--- config.mk ---
export PLATFORM = sky130hd
export DESIGN_NAME = port_write_arbiter_flat
export DESIGN_NICKNAME = d
export VERILOG_FILES = /design/src/rtl/port_bus_pkg.sv /design/src/rtl/port_write_arbiter_if.sv /design/src/rtl/port_write_arbiter_rr_pick.sv /design/src/rtl/port_write_arbiter.sv /design/src/flat_wrapper.sv
export SDC_FILE = /design/constraint.sdc
export NUM_CORES = 1
export LEC_CHECK = 0
export CORE_ASPECT_RATIO = 1.1
export CORE_MARGIN = 2
export CORE_UTILIZATION = 25
export CTS_CLUSTER_SIZE = 25
export DETAILED_ROUTE_END_ITERATION = 7
export HOLD_SLACK_MARGIN = 0.05
export MAX_ROUTING_LAYER = met4
export REMOVE_ABC_BUFFERS = 1
export SYNTH_ARGS = -nofsm -noshare
export SYNTH_HDL_FRONTEND = slang
export SYNTH_SLANG_ARGS = --single-unit
--- constraint.sdc ---
create_clock -name clk -period 4.4 [get_ports clk]
set_input_delay 0.88 -clock clk [delete_from_list [all_inputs] [get_ports clk]]
set_output_delay 0.88 -clock clk [all_outputs]
set_load 0.02 [all_outputs]
--- src/rtl/port_bus_pkg.sv ---
// Shared definitions for the output port bank write path: address window,
// arbiter state encoding and the port address range check.
package port_bus_pkg;

    localparam int         IDX_W          = 3;
    localparam logic [7:0] PORT_BASE_DEF  = 8'hE0;
    localparam int         PORT_COUNT_DEF = 16;

    typedef enum logic {
        ST_IDLE = 1'b0,
        ST_LOCK = 1'b1
    } arb_state_e;

    // Compared in 9 bits so a window touching 0xFF cannot wrap back to 0x00.
    function automatic logic in_port_range(input logic [7:0] addr,
                                           input logic [7:0] base  = PORT_BASE_DEF,
                                           input int         count = PORT_COUNT_DEF);
        logic [8:0] lo;
        logic [8:0] hi;
        lo = {1'b0, base};
        hi = lo + 9'(count) - 9'd1;
        return ({1'b0, addr} >= lo) && ({1'b0, addr} <= hi);
    endfunction

endpackage

--- src/rtl/port_write_arbiter_if.sv ---
// Requester-side and port-bank-side signals of the shared port write path.
interface port_write_arbiter_if
    import port_bus_pkg::*;
#(
    parameter int NUM_REQ = 4
);
    logic [NUM_REQ-1:0]   req_valid;
    logic [NUM_REQ-1:0]   req_lock;
    logic [8*NUM_REQ-1:0] req_addr;
    logic [8*NUM_REQ-1:0] req_data;
    logic [NUM_REQ-1:0]   req_ready;
    logic [NUM_REQ-1:0]   req_err;
    logic                 wr_en;
    logic [7:0]           wr_addr;
    logic [7:0]           wr_data;
    logic [IDX_W-1:0]     grant_id;
    logic                 locked;

    modport master (
        output req_valid, req_lock, req_addr, req_data,
        input  req_ready, req_err, wr_en, wr_addr, wr_data, grant_id, locked
    );

    modport slave (
        input  req_valid, req_lock, req_addr, req_data,
        output req_ready, req_err, wr_en, wr_addr, wr_data, grant_id, locked
    );
endinterface

--- src/rtl/port_write_arbiter_rr_pick.sv ---
// Combinational round-robin picker: first set request at or above ptr_i,
// wrapping to the lowest set request otherwise.
module rr_pick
    import port_bus_pkg::*;
#(
    parameter int NUM_REQ = 4
) (
    input  logic [NUM_REQ-1:0] req_i,
    input  logic [IDX_W-1:0]   ptr_i,
    output logic [NUM_REQ-1:0] grant_o,
    output logic [IDX_W-1:0]   idx_o,
    output logic               any_o
);

    always_comb begin
        grant_o = '0;
        idx_o   = '0;
        any_o   = 1'b0;
        for (int i = 0; i < NUM_REQ; i++) begin
            if (!any_o && req_i[i] && (i >= int'(ptr_i))) begin
                any_o      = 1'b1;
                idx_o      = IDX_W'(i);
                grant_o[i] = 1'b1;
            end
        end
        for (int i = 0; i < NUM_REQ; i++) begin
            if (!any_o && req_i[i]) begin
                any_o      = 1'b1;
                idx_o      = IDX_W'(i);
                grant_o[i] = 1'b1;
            end
        end
    end

endmodule

--- src/rtl/port_write_arbiter.sv ---
// Round-robin write arbiter for the output port bank with optional locked
// bursts, idle-timeout lock release and out-of-range rejection.
module port_write_arbiter
    import port_bus_pkg::*;
#(
    parameter int         NUM_REQ      = 4,
    parameter logic [7:0] PORT_BASE    = PORT_BASE_DEF,
    parameter int         PORT_COUNT   = PORT_COUNT_DEF,
    parameter int         LOCK_TIMEOUT = 15
) (
    input logic                clk,
    input logic                reset,
    port_write_arbiter_if.slave bus
);

    arb_state_e          state_q;
    logic [IDX_W-1:0]    rr_ptr_q;
    logic [IDX_W-1:0]    owner_q;
    logic [7:0]          idle_cnt_q;
    logic [7:0]          idle_cnt_d;
    logic                wr_en_q;
    logic [7:0]          wr_addr_q;
    logic [7:0]          wr_data_q;
    logic [NUM_REQ-1:0]  req_err_q;
    logic [IDX_W-1:0]    grant_id_q;

    logic [NUM_REQ-1:0]  pick_grant;
    logic [IDX_W-1:0]    pick_idx;
    logic                pick_any;
    logic [NUM_REQ-1:0]  owner_oh;
    logic [NUM_REQ-1:0]  req_ready;
    logic [IDX_W-1:0]    sel_idx;
    logic [IDX_W-1:0]    ptr_next;
    logic [7:0]          sel_addr;
    logic [7:0]          sel_data;
    logic                sel_lock;
    logic                sel_in_range;
    logic                xfer;

    rr_pick #(.NUM_REQ(NUM_REQ)) u_pick (
        .req_i   (bus.req_valid),
        .ptr_i   (rr_ptr_q),
        .grant_o (pick_grant),
        .idx_o   (pick_idx),
        .any_o   (pick_any)
    );

    always_comb begin
        owner_oh = '0;
        sel_addr = '0;
        sel_data = '0;
        sel_lock = 1'b0;
        for (int i = 0; i < NUM_REQ; i++) begin
            owner_oh[i] = (owner_q == IDX_W'(i));
        end
        sel_idx   = (state_q == ST_LOCK) ? owner_q : pick_idx;
        req_ready = (state_q == ST_LOCK) ? owner_oh : pick_grant;
        xfer      = (state_q == ST_LOCK) ? |(bus.req_valid & owner_oh) : pick_any;
        for (int i = 0; i < NUM_REQ; i++) begin
            if (sel_idx == IDX_W'(i)) begin
                sel_addr = bus.req_addr[8*i +: 8];
                sel_data = bus.req_data[8*i +: 8];
                sel_lock = bus.req_lock[i];
            end
        end
        ptr_next     = (sel_idx == IDX_W'(NUM_REQ - 1)) ? '0 : sel_idx + IDX_W'(1);
        idle_cnt_d   = idle_cnt_q + 8'd1;
        sel_in_range = in_port_range(sel_addr, PORT_BASE, PORT_COUNT);
    end

    always_ff @(posedge clk) begin
        if (reset) begin
            state_q    <= ST_IDLE;
            rr_ptr_q   <= '0;
            owner_q    <= '0;
            idle_cnt_q <= '0;
            wr_en_q    <= 1'b0;
            wr_addr_q  <= '0;
            wr_data_q  <= '0;
            req_err_q  <= '0;
            grant_id_q <= '0;
        end else begin
            wr_en_q   <= xfer && sel_in_range;
            req_err_q <= (xfer && !sel_in_range) ? req_ready : '0;
            if (xfer && sel_in_range) begin
                wr_addr_q <= sel_addr;
                wr_data_q <= sel_data;
            end
            if (xfer) begin
                grant_id_q <= sel_idx;
            end
            unique case (state_q)
                ST_IDLE: begin
                    if (xfer) begin
                        rr_ptr_q <= ptr_next;
                        if (sel_lock) begin
                            state_q    <= ST_LOCK;
                            owner_q    <= sel_idx;
                            idle_cnt_q <= '0;
                        end
                    end
                end
                ST_LOCK: begin
                    if (xfer) begin
                        if (sel_lock) begin
                            idle_cnt_q <= '0;
                        end else begin
                            state_q  <= ST_IDLE;
                            rr_ptr_q <= ptr_next;
                        end
                    end else if (idle_cnt_d == 8'(LOCK_TIMEOUT)) begin
                        // Release cycle carries no transfer; arbitration resumes next cycle.
                        state_q    <= ST_IDLE;
                        rr_ptr_q   <= ptr_next;
                        idle_cnt_q <= '0;
                    end else begin
                        idle_cnt_q <= idle_cnt_d;
                    end
                end
                default: state_q <= ST_IDLE;
            endcase
        end
    end

    assign bus.req_ready = req_ready;
    assign bus.req_err   = req_err_q;
    assign bus.wr_en     = wr_en_q;
    assign bus.wr_addr   = wr_addr_q;
    assign bus.wr_data   = wr_data_q;
    assign bus.grant_id  = grant_id_q;
    assign bus.locked    = (state_q == ST_LOCK);

endmodule

--- src/flat_wrapper.sv ---
// flat-port wrapper written by rule: the top's interface ports become plain ports
module port_write_arbiter_flat import port_bus_pkg::*;
#(
    parameter int         NUM_REQ      = 4,
    parameter logic [7:0] PORT_BASE    = PORT_BASE_DEF,
    parameter int         PORT_COUNT   = PORT_COUNT_DEF,
    parameter int         LOCK_TIMEOUT = 15
)
  (clk, reset, bus_req_valid, bus_req_lock, bus_req_addr, bus_req_data, bus_req_ready, bus_req_err, bus_wr_en, bus_wr_addr, bus_wr_data, bus_grant_id, bus_locked);
  port_write_arbiter_if #(.NUM_REQ(NUM_REQ)) bus_i ();
  input logic clk;
  input logic reset;
  input wire logic [$bits(bus_i.req_valid)-1:0] bus_req_valid;
  input wire logic [$bits(bus_i.req_lock)-1:0] bus_req_lock;
  input wire logic [$bits(bus_i.req_addr)-1:0] bus_req_addr;
  input wire logic [$bits(bus_i.req_data)-1:0] bus_req_data;
  output wire logic [$bits(bus_i.req_ready)-1:0] bus_req_ready;
  output wire logic [$bits(bus_i.req_err)-1:0] bus_req_err;
  output wire logic [$bits(bus_i.wr_en)-1:0] bus_wr_en;
  output wire logic [$bits(bus_i.wr_addr)-1:0] bus_wr_addr;
  output wire logic [$bits(bus_i.wr_data)-1:0] bus_wr_data;
  output wire logic [$bits(bus_i.grant_id)-1:0] bus_grant_id;
  output wire logic [$bits(bus_i.locked)-1:0] bus_locked;
  assign bus_i.req_valid = bus_req_valid;
  assign bus_i.req_lock = bus_req_lock;
  assign bus_i.req_addr = bus_req_addr;
  assign bus_i.req_data = bus_req_data;
  assign bus_req_ready = bus_i.req_ready;
  assign bus_req_err = bus_i.req_err;
  assign bus_wr_en = bus_i.wr_en;
  assign bus_wr_addr = bus_i.wr_addr;
  assign bus_wr_data = bus_i.wr_data;
  assign bus_grant_id = bus_i.grant_id;
  assign bus_locked = bus_i.locked;
  port_write_arbiter #(.NUM_REQ(NUM_REQ), .PORT_BASE(PORT_BASE), .PORT_COUNT(PORT_COUNT), .LOCK_TIMEOUT(LOCK_TIMEOUT)) u_core (.clk(clk), .reset(reset), .bus(bus_i));
endmodule
==> results.md, run 1 <==
- The run finished with clean final reports.
- The most used flip-flop cell after synthesis is dfxtp_1.
- The worst slew margin relative to its limit is 0.580.
- The antenna diode instance count is 0.
- Entering global routing, the biggest net connects 25 pins.
- The overall via count from detail_route is 2,640.
- For this design the ratio of total power to cell area is 480 nW/µm².
- The final weighted congestion in routability-driven placement is 0.787.
- The cell with the biggest individual delay on the critical path is or3b_2.
- Detailed placement ended at an HPWL of 6.04 mm.
- The depth of the worst hold-timing path is 2.
- Across the run, the number of max-cap violations was 0.
- In this run the deepest clock path goes through 2 buffers.
- The number of I/O port buffers is 102.
- The tightest hold path in the finished design has a slack of 0.459 ns.
- The share of the synthesized area in the top cell type is 0.334.
- The number of filler instances in the final layout is 943.
- In this run the remaining antenna-violating nets after routing total 0.
- The delay of the slowest critical-path stage is 0.47 ns.
- The total overflow left after global routing is 0.
- The worst flop-to-flop path startpoint is u_core.rr_ptr_q[0]$_SDFFE_PP0P_.
- The final clock skew is 0.0147 ns.
- Summed over all instances, the cell type with the most area after synthesis is dfxtp_1.
- The worst hold path startpoint is u_core.bus.grant_id[1]$_SDFFE_PP0P_.
- The H-tree generated during clock tree synthesis spans 2 levels.
- The final number of setup-violating endpoints is 0.
- The area enclosed by the die boundary is 10,200 µm².
- In this run the worst path has a maximum fanout of 8.
- The cell area that synthesis handed to floorplanning was 2340 µm².
- The count of pins on the block boundary is 103.
- The critical path's most frequent cell is a31oi_1.
- The register clock-pin slew on the reported worst setup and hold paths is 0.08 ns.
- Across all register-to-register paths, the minimum setup slack is 0.99 ns.
- The highest attainable clock frequency is 250 MHz.
- The synthesized instance count is 298.
- Of the total synthesized cell area, the portion taken by full adders, half adders and majority gates is 0.0321.
- The global-route wire length before repair is 12.1 mm.
- The mean cell area of the mapped netlist is 7.86 µm².
- From synthesis to final layout, the design area changed by 55.5%.
- The layer flagged by global routing as most heavily used is met2.
- The synthesized design contains 39 register bits.
- Of the total power, the clock network draws 0.154.
- Wires add up to 7.79 mm.
- The signal on the critical path passes through clkdlybuf4s50_1 > or3b_2 > a31oi_1 > o21ai_0 > a31oi_1 > inv_1 > ha_1 > nor2b_1 > a2111o_1 > o211ai_1 > nand2_1 > a311o_1.
- For met3 alone, demand over resource in global routing was 0.0407.
- The latest clock arrival within the worst-skew pair is 0.30 ns.
- The number of antenna violations at the first check in global routing came to 0.
- The number of instances resized during post-cts repair is 0.
- The number of enable flip-flop cells after synthesis is 0.
- The critical path launch point type is an input port.
- Yosys attributes the largest share of cell area to dfxtp_1, nor2_1, a211oi_1.
- The DRC violations left is 0.
- The met2 global-route usage is 0.256.
- Of the total synthesized cell area, the portion taken by AND, OR, NAND and NOR gates is 0.269.
- By count the netlist is led by dfxtp_1, nor2_1, a21oi_1, nand2_1, a211oi_1.
- The number of buffers created by CTS is 5.
- The share of total power dissipated in combinational logic is 0.581.
- The chip height is 105 µm.
- After the first detailed-routing iteration, the DRC count stood at 126.
- The met1 track demand over resource in global routing is 0.182.
- The cell-internal power is 1.01 mW.
- The start-to-end type of the worst setup path is input port to flip-flop.
- For this run, the total global-route usage over all layers was measured as 0.155.
- The number of distinct standard cells referenced by the synthesized netlist is 54.
- The share of synthesized area occupied by flip-flops and latches is 0.334.
- The number of hold buffers added after cts is 0.
- The xor/xnor cell area share of the yosys netlist is 0.00748.
- The compound-cell area share of the yosys netlist is 0.279.
- The multiplexer area fraction after synthesis is 0.0299.
- At the pin with the least slew margin, the transition time is 0.629 ns.
- Of the total power, registers draw 0.265.
- The worst reg-to-reg path cell count is 11.
- At the worst endpoint, the arrival time is 4.19 ns.
- The maximum vdd ir drop is 0.151 mV.
- The launching instance or port of the critical path is bus_req_valid[1].
- The worst register-to-register path ends at u_core.idle_cnt_q[3]$_SDFFE_PP0P_.
- Of the available clock period, the critical path in the final layout requires 0.909.
- The static power due to leakage is 1.28 nW.
- After synthesis, the largest family of logic cells by area is compound AO/OA/AOI/OAI gates.
- The number of max-slew violations in the final report is 0.
- In the final layout, flip-flops and latches occupy 781 µm².
- Of all flip-flops after synthesis, the portion carrying an async set or reset was 0.
- The final number of hold-violating endpoints is 0.
- For this configuration, the core starts out at a cell density of 0.254.
- Row generation in the floorplan step produced 37 rows.
- The number of nets in the final layout is 479.
- CTS placed an instance of clkbuf_8 at the clock tree root.
- The multi-input combinational cell area is 1450 µm².
- The total core area is 9210 µm².
- The pre-antenna-repair detailed-routing pass consisted of 4 iterations.
- After detailed routing, the average wire length per cell comes to 15.1 µm.
- The share of final-layout standard cells stronger than drive strength 1 is 0.0675.
- The min-delay analysis places its worst path in the category flip-flop to flip-flop.
- The total negative slack is 0 ns.
- The required time reported for the critical path endpoint is 4.59 ns.
- The number of global-route vias before repair is 2,512.
- The worst min-delay path endpoint is u_core.bus.grant_id[1]$_SDFFE_PP0P_.
- Setup repair after global routing left no endpoint under its margin.
- The post-route minimum period is 4.00 ns.
- The number of warnings printed during yosys synthesis is 0.
- In this run the power spent charging and discharging nets is 0.734 mW.
- TritonCTS built the clock tree.
- The x dimension of the die is 96.3 µm.
- The clock sink total is 39.
- The share of total power consumed by net switching is 0.420.
- After detailed routing, the number of vias per cell comes to 5.11.
- The post-CTS setup buffer count is 0.
- The worst setup path is captured at a flip-flop.
cell type report:
type                       count  area share
clock inverter                 1     0.00206
inverter                       9     0.00928
sequential                    39       0.214
tap                          117      0.0402
clock buffer                   7      0.0265
timing repair buffer         114       0.309
multi-input combinational    230       0.399
power groups by stage:
stage | combinational (mW) | clock (mW) | sequential, mW
after global placement | 1.01 | 0 | 0.468
after global routing | 1.13 | 0.291 | 0.472
final | 1.01 | 0.269 | 0.462
after detailed placement | 1.01 | 0 | 0.470
after floorplan | 0.568 | 0 | 0.503
after CTS | 1.02 | 0.278 | 0.462
critical path: cells and delay by family:
kind	cells	cell delay, ns
buf+inv	2	0.52
simple gates	3	0.87
fa+ha+maj	1	0.27
compound gates	6	1.64
worst max path at each step:
stage | endpoint | slack [ns] | cells past startpoint
6_report | u_core.idle_cnt_q[3]$_SDFFE_PP0P_ | 0.40 | 12
5_1_grt | u_core.idle_cnt_q[4]$_SDFFE_PP0P_ | 0.1 | 13
4_1_cts | u_core.idle_cnt_q[3]$_SDFFE_PP0P_ | 0.43 | 12
3_5_place_dp | u_core.idle_cnt_q[3]$_SDFFE_PP0P_ | 0.12 | 12
3_3_place_gp | u_core.idle_cnt_q[3]$_SDFFE_PP0P_ | 0.18 | 12
2_1_floorplan | u_core.bus.wr_addr[0]$_SDFFE_PP0P_ | -0.28 | 11
cells by family (layout without fill, tap and decap cells):
group                    Yosys count  count (layout)
flip-flops                        39              39
AO/OA/AOI/OAI                     97              97
multiplexers                       7               7
XOR/XNOR                           2               2
AND/OR/NAND/NOR                  118             118
adder cells (fa/ha/maj)            6               6
buffers and inverters             29             131
routing by layer:
| metal | vias up | part of all wire |
|---|---|---|
| li1 | 1305 | - |
| met1 | 1228 | 0.42 |
| met2 | 96 | 0.46 |
| met3 | 11 | 0.095 |
| met4 | 0 | 0.019 |
| met5 | - | 0 |
layout by cell type (no fill, tap or decap), types with 3 or more instances in the layout:
| cell type | count |
|---|---|
| inv_1 | 8 |
| a211oi_1 | 18 |
| nor3_1 | 5 |
| nor2_1 | 39 |
| and4b_1 | 4 |
| clkbuf_8 | 7 |
| nand2b_1 | 6 |
| and3_1 | 3 |
| a31oi_1 | 3 |
| or4_1 | 3 |
| buf_4 | 11 |
| o21ai_0 | 16 |
| mux2i_1 | 7 |
| nand3b_1 | 5 |
| nor2b_1 | 10 |
| clkdlybuf4s50_1 | 102 |
| nand2_1 | 21 |
| a21oi_1 | 25 |
| and2_1 | 3 |
| ha_1 | 6 |
| a32oi_1 | 11 |
| dfxtp_1 | 39 |
| nand3_1 | 6 |
per-stage QoR:
stage                     total power, mW  cells  setup slack [ns]  cell area, µm²   util
after global placement               1.48    509             0.184            3540  0.384
after detailed placement             1.48    509             0.115            3540  0.384
after global routing                 1.90    517            0.0990            3640  0.395
after floorplan                      1.07    278            -0.283            2260      -
after CTS                            1.76    517             0.430            3640  0.395
final                                1.75    517             0.398            3640  0.395
registers in the layout, indices dropped and copies added, names as in the netlist:
register             cells
u_core.bus.grant_id      3
u_core.rr_ptr_q          3
u_core.bus.wr_en         1
u_core.bus.wr_data       8
u_core.bus.locked        1
u_core.bus.req_err       4
u_core.idle_cnt_q        8
u_core.bus.wr_addr       8
u_core.owner_q           3
Power figures use the tool's default switching activity.
==> run 2: changes to the inputs <==
- DONT_BUFFER_PORTS: unset -> 1
==> results.md, run 2 (same netlist as run 1, synthesis figures left out) <==
- The clock tree from TritonCTS is built.
- The measured slew at the worst slew-check pin is 1.11 ns.
- The type of element capturing the critical path is a flip-flop.
- The detailed placement HPWL is 5.44 mm.
- The count of max-cap constraint violations is 0.
- Setup repair after global routing left no endpoint under its margin.
- The area growth from synthesis to layout is 8.34%.
- The number of vias per cell after detailed routing is 5.42.
- At the worst endpoint, the required time is 4.59 ns.
- The path type of the worst min-delay path is flip-flop to flip-flop.
- The number of max-slew violations in the final report was 0.
- For this run, the top clock speed supported by timing is 258 MHz.
- The global-route wire length before repair is 10.6 mm.
- The final number of hold-violating endpoints is 0.
- Measured against its own limit, the worst slew margin works out to 0.256.
- The post-route fraction of the period consumed by the critical path is 0.881.
- The maximum buffer depth of the clock tree is 2.
- The DRC violations left is 0.
- The total routed wirelength is 7.00 mm.
- The worst min-delay path endpoint is u_core.idle_cnt_q[7]$_SDFFE_PP0P_.
- The maximum vdd ir drop is 0.172 mV.
- After global routing the overflow that remains totals 0.
- In this run the core area contains 37 standard-cell rows.
- Summing all placed instances gives a cell area of 2450 µm².
- The final hold slack is 0.498 ns.
- 103 I/O pins were placed.
- The sequential cells in the finished layout cover a total of 781 µm².
- In the global route stage, overall resource usage came out at 0.139.
- The post-CTS setup buffer count is 0.
- The number of antenna violations at the first check in global routing was 0.
- The routed layout has 2,212 vias.
- The congestion estimate from routability-driven global placement came to 0.870.
- The worst hold path startpoint is u_core.idle_cnt_q[7]$_SDFFE_PP0P_.
- The core region is 9210 µm².
- In this run the tool buffered the top-level ports with 0 buffer cells.
- On the final layout, the worst clock skew is 0.00429 ns.
- The initial standard-cell utilization of the core is 0.254.
- The antenna diode instance count is 0.
- In the final routed layout, each cell accounts on average for 17.2 µm.
- Once detail routing completed, the nets flagged for antenna violations numbered 0.
- The initial DRC count is 109.
- The completed layout was analyzed and its total power is 1.52 mW.
- The register clock-pin slew on the reported worst setup and hold paths is 0.08 ns.
- The start-to-end type of the worst setup path is input port to flip-flop.
- The worst register-to-register path has a depth of 11.
- The area enclosed by the die boundary is 10,200 µm².
- The final layout contains 370 nets.
- The share of final-layout standard cells stronger than drive strength 1 is 0.0653.
- The post-route minimum period is 3.88 ns.
- After routing the design area is 2540 µm².
- The number of filler instances in the final layout is 1,021.
- The detailed-router iteration count before antenna repair is 4.
- The chip height is 105 µm.
- The run finished with clean final reports.
- Leaving out fill and tap cells, the most frequent cells in the layout are nor2_1, dfxtp_1, a21oi_1, nand2_1, a211oi_1.
- Clock tree synthesis selected as its root buffer the cell clkbuf_8.
- The terminus of the critical flop-to-flop path is u_core.idle_cnt_q[3]$_SDFFE_PP0P_.
- The static power due to leakage is 0.845 nW.
- The number of gates resized after CTS was 0.
- At the worst endpoint, the arrival time is 4.07 ns.
- The critical path launch point type is an input port.
- The startpoint identified for the worst register-to-register timing path is u_core.rr_ptr_q[0]$_SDFFE_PP0P_.
- The multi-input combinational cells in the finished layout cover a total of 1450 µm².
- Counting every sink on the clock net gives 39.
- The x dimension of the die is 96.3 µm.
- Along the worst path, the maximum fanout reaches 13.
- The flop-to-flop setup slack is 0.68 ns.
- After clock tree synthesis, the flow added hold-fix buffers numbering 0.
- The number of buffers created by CTS is 5.
- Dividing total power by cell area gives a power density of 601 nW/µm².
- Entering global routing, the biggest net connects 36 pins.
- Counting instances, the worst hold path has a depth of 2.
- The latest clock arrival within the worst-skew pair is 0.30 ns.
- The number of global-route vias before repair is 2,122.
- The H-tree depth is 2.
- The final number of setup-violating endpoints is 0.
run 2: per-layer routing:
| metal | vias to the layer above | GRT usage | wire length (µm) |
|---|---|---|---|
| li1 | 1090 | - | - |
| met1 | 1039 | 0.145 | 2890 |
| met2 | 76 | 0.248 | 3520 |
| met3 | 7 | 0.0450 | 526 |
| met4 | 0 | 0.0378 | 66 |
| met5 | - | - | 0 |
run 2: power breakdown:
group / internal, mW / switching, mW / total (mW)
Sequential: 0.408 / 0.109 / 0.516
Clock: 0.111 / 0.133 / 0.244
Combinational: 0.299 / 0.464 / 0.764
run 2: area by class of cell:
| type | count | share of cell area |
|---|---|---|
| flip-flops and latches | 39 | 0.308 |
| clock buffers | 6 | 0.0286 |
| well taps | 117 | 0.0577 |
| multi-input cells | 230 | 0.573 |
| inverters | 9 | 0.0133 |
| clock inverters | 2 | 0.00493 |
| repair buffers | 5 | 0.0148 |
run 2: stage by stage:
step | worst slack [ns] | TNS, ns | util | instances
2_1_floorplan | -0.283 | -3.38 | - | 278
3_3_place_gp | 0.266 | 0 | 0.266 | 400
3_5_place_dp | 0.197 | 0 | 0.266 | 400
4_1_cts | 0.520 | 0 | 0.275 | 408
5_1_grt | 0.299 | 0 | 0.275 | 408
6_report | 0.523 | 0 | 0.275 | 408
run 2: how the worst max path moves through the flow:
| stage | startpoint | to | slack [ns] | depth (start not counted) |
|---|---|---|---|---|
| floorplan | bus_req_valid[1] | u_core.bus.wr_addr[0]$_SDFFE_PP0P_ | -0.28 | 11 |
| global placement | bus_req_valid[1] | u_core.idle_cnt_q[3]$_SDFFE_PP0P_ | 0.27 | 11 |
| detailed placement | bus_req_valid[1] | u_core.idle_cnt_q[3]$_SDFFE_PP0P_ | 0.20 | 11 |
| CTS | bus_req_valid[1] | u_core.idle_cnt_q[3]$_SDFFE_PP0P_ | 0.52 | 11 |
| global route | bus_req_valid[1] | u_core.idle_cnt_q[3]$_SDFFE_PP0P_ | 0.30 | 11 |
| finish | bus_req_valid[1] | u_core.idle_cnt_q[3]$_SDFFE_PP0P_ | 0.52 | 11 |
run 2: worst max-delay path, stage by stage:
cell      delay (ns)
or3b_2          0.44
a31oi_1         0.16
o21ai_0         0.15
a31oi_1         0.48
inv_1           0.13
ha_1            0.37
nor2b_1         0.20
a2111o_1        0.42
o211ai_1        0.16
nand2_1         0.26
a311o_1         0.41
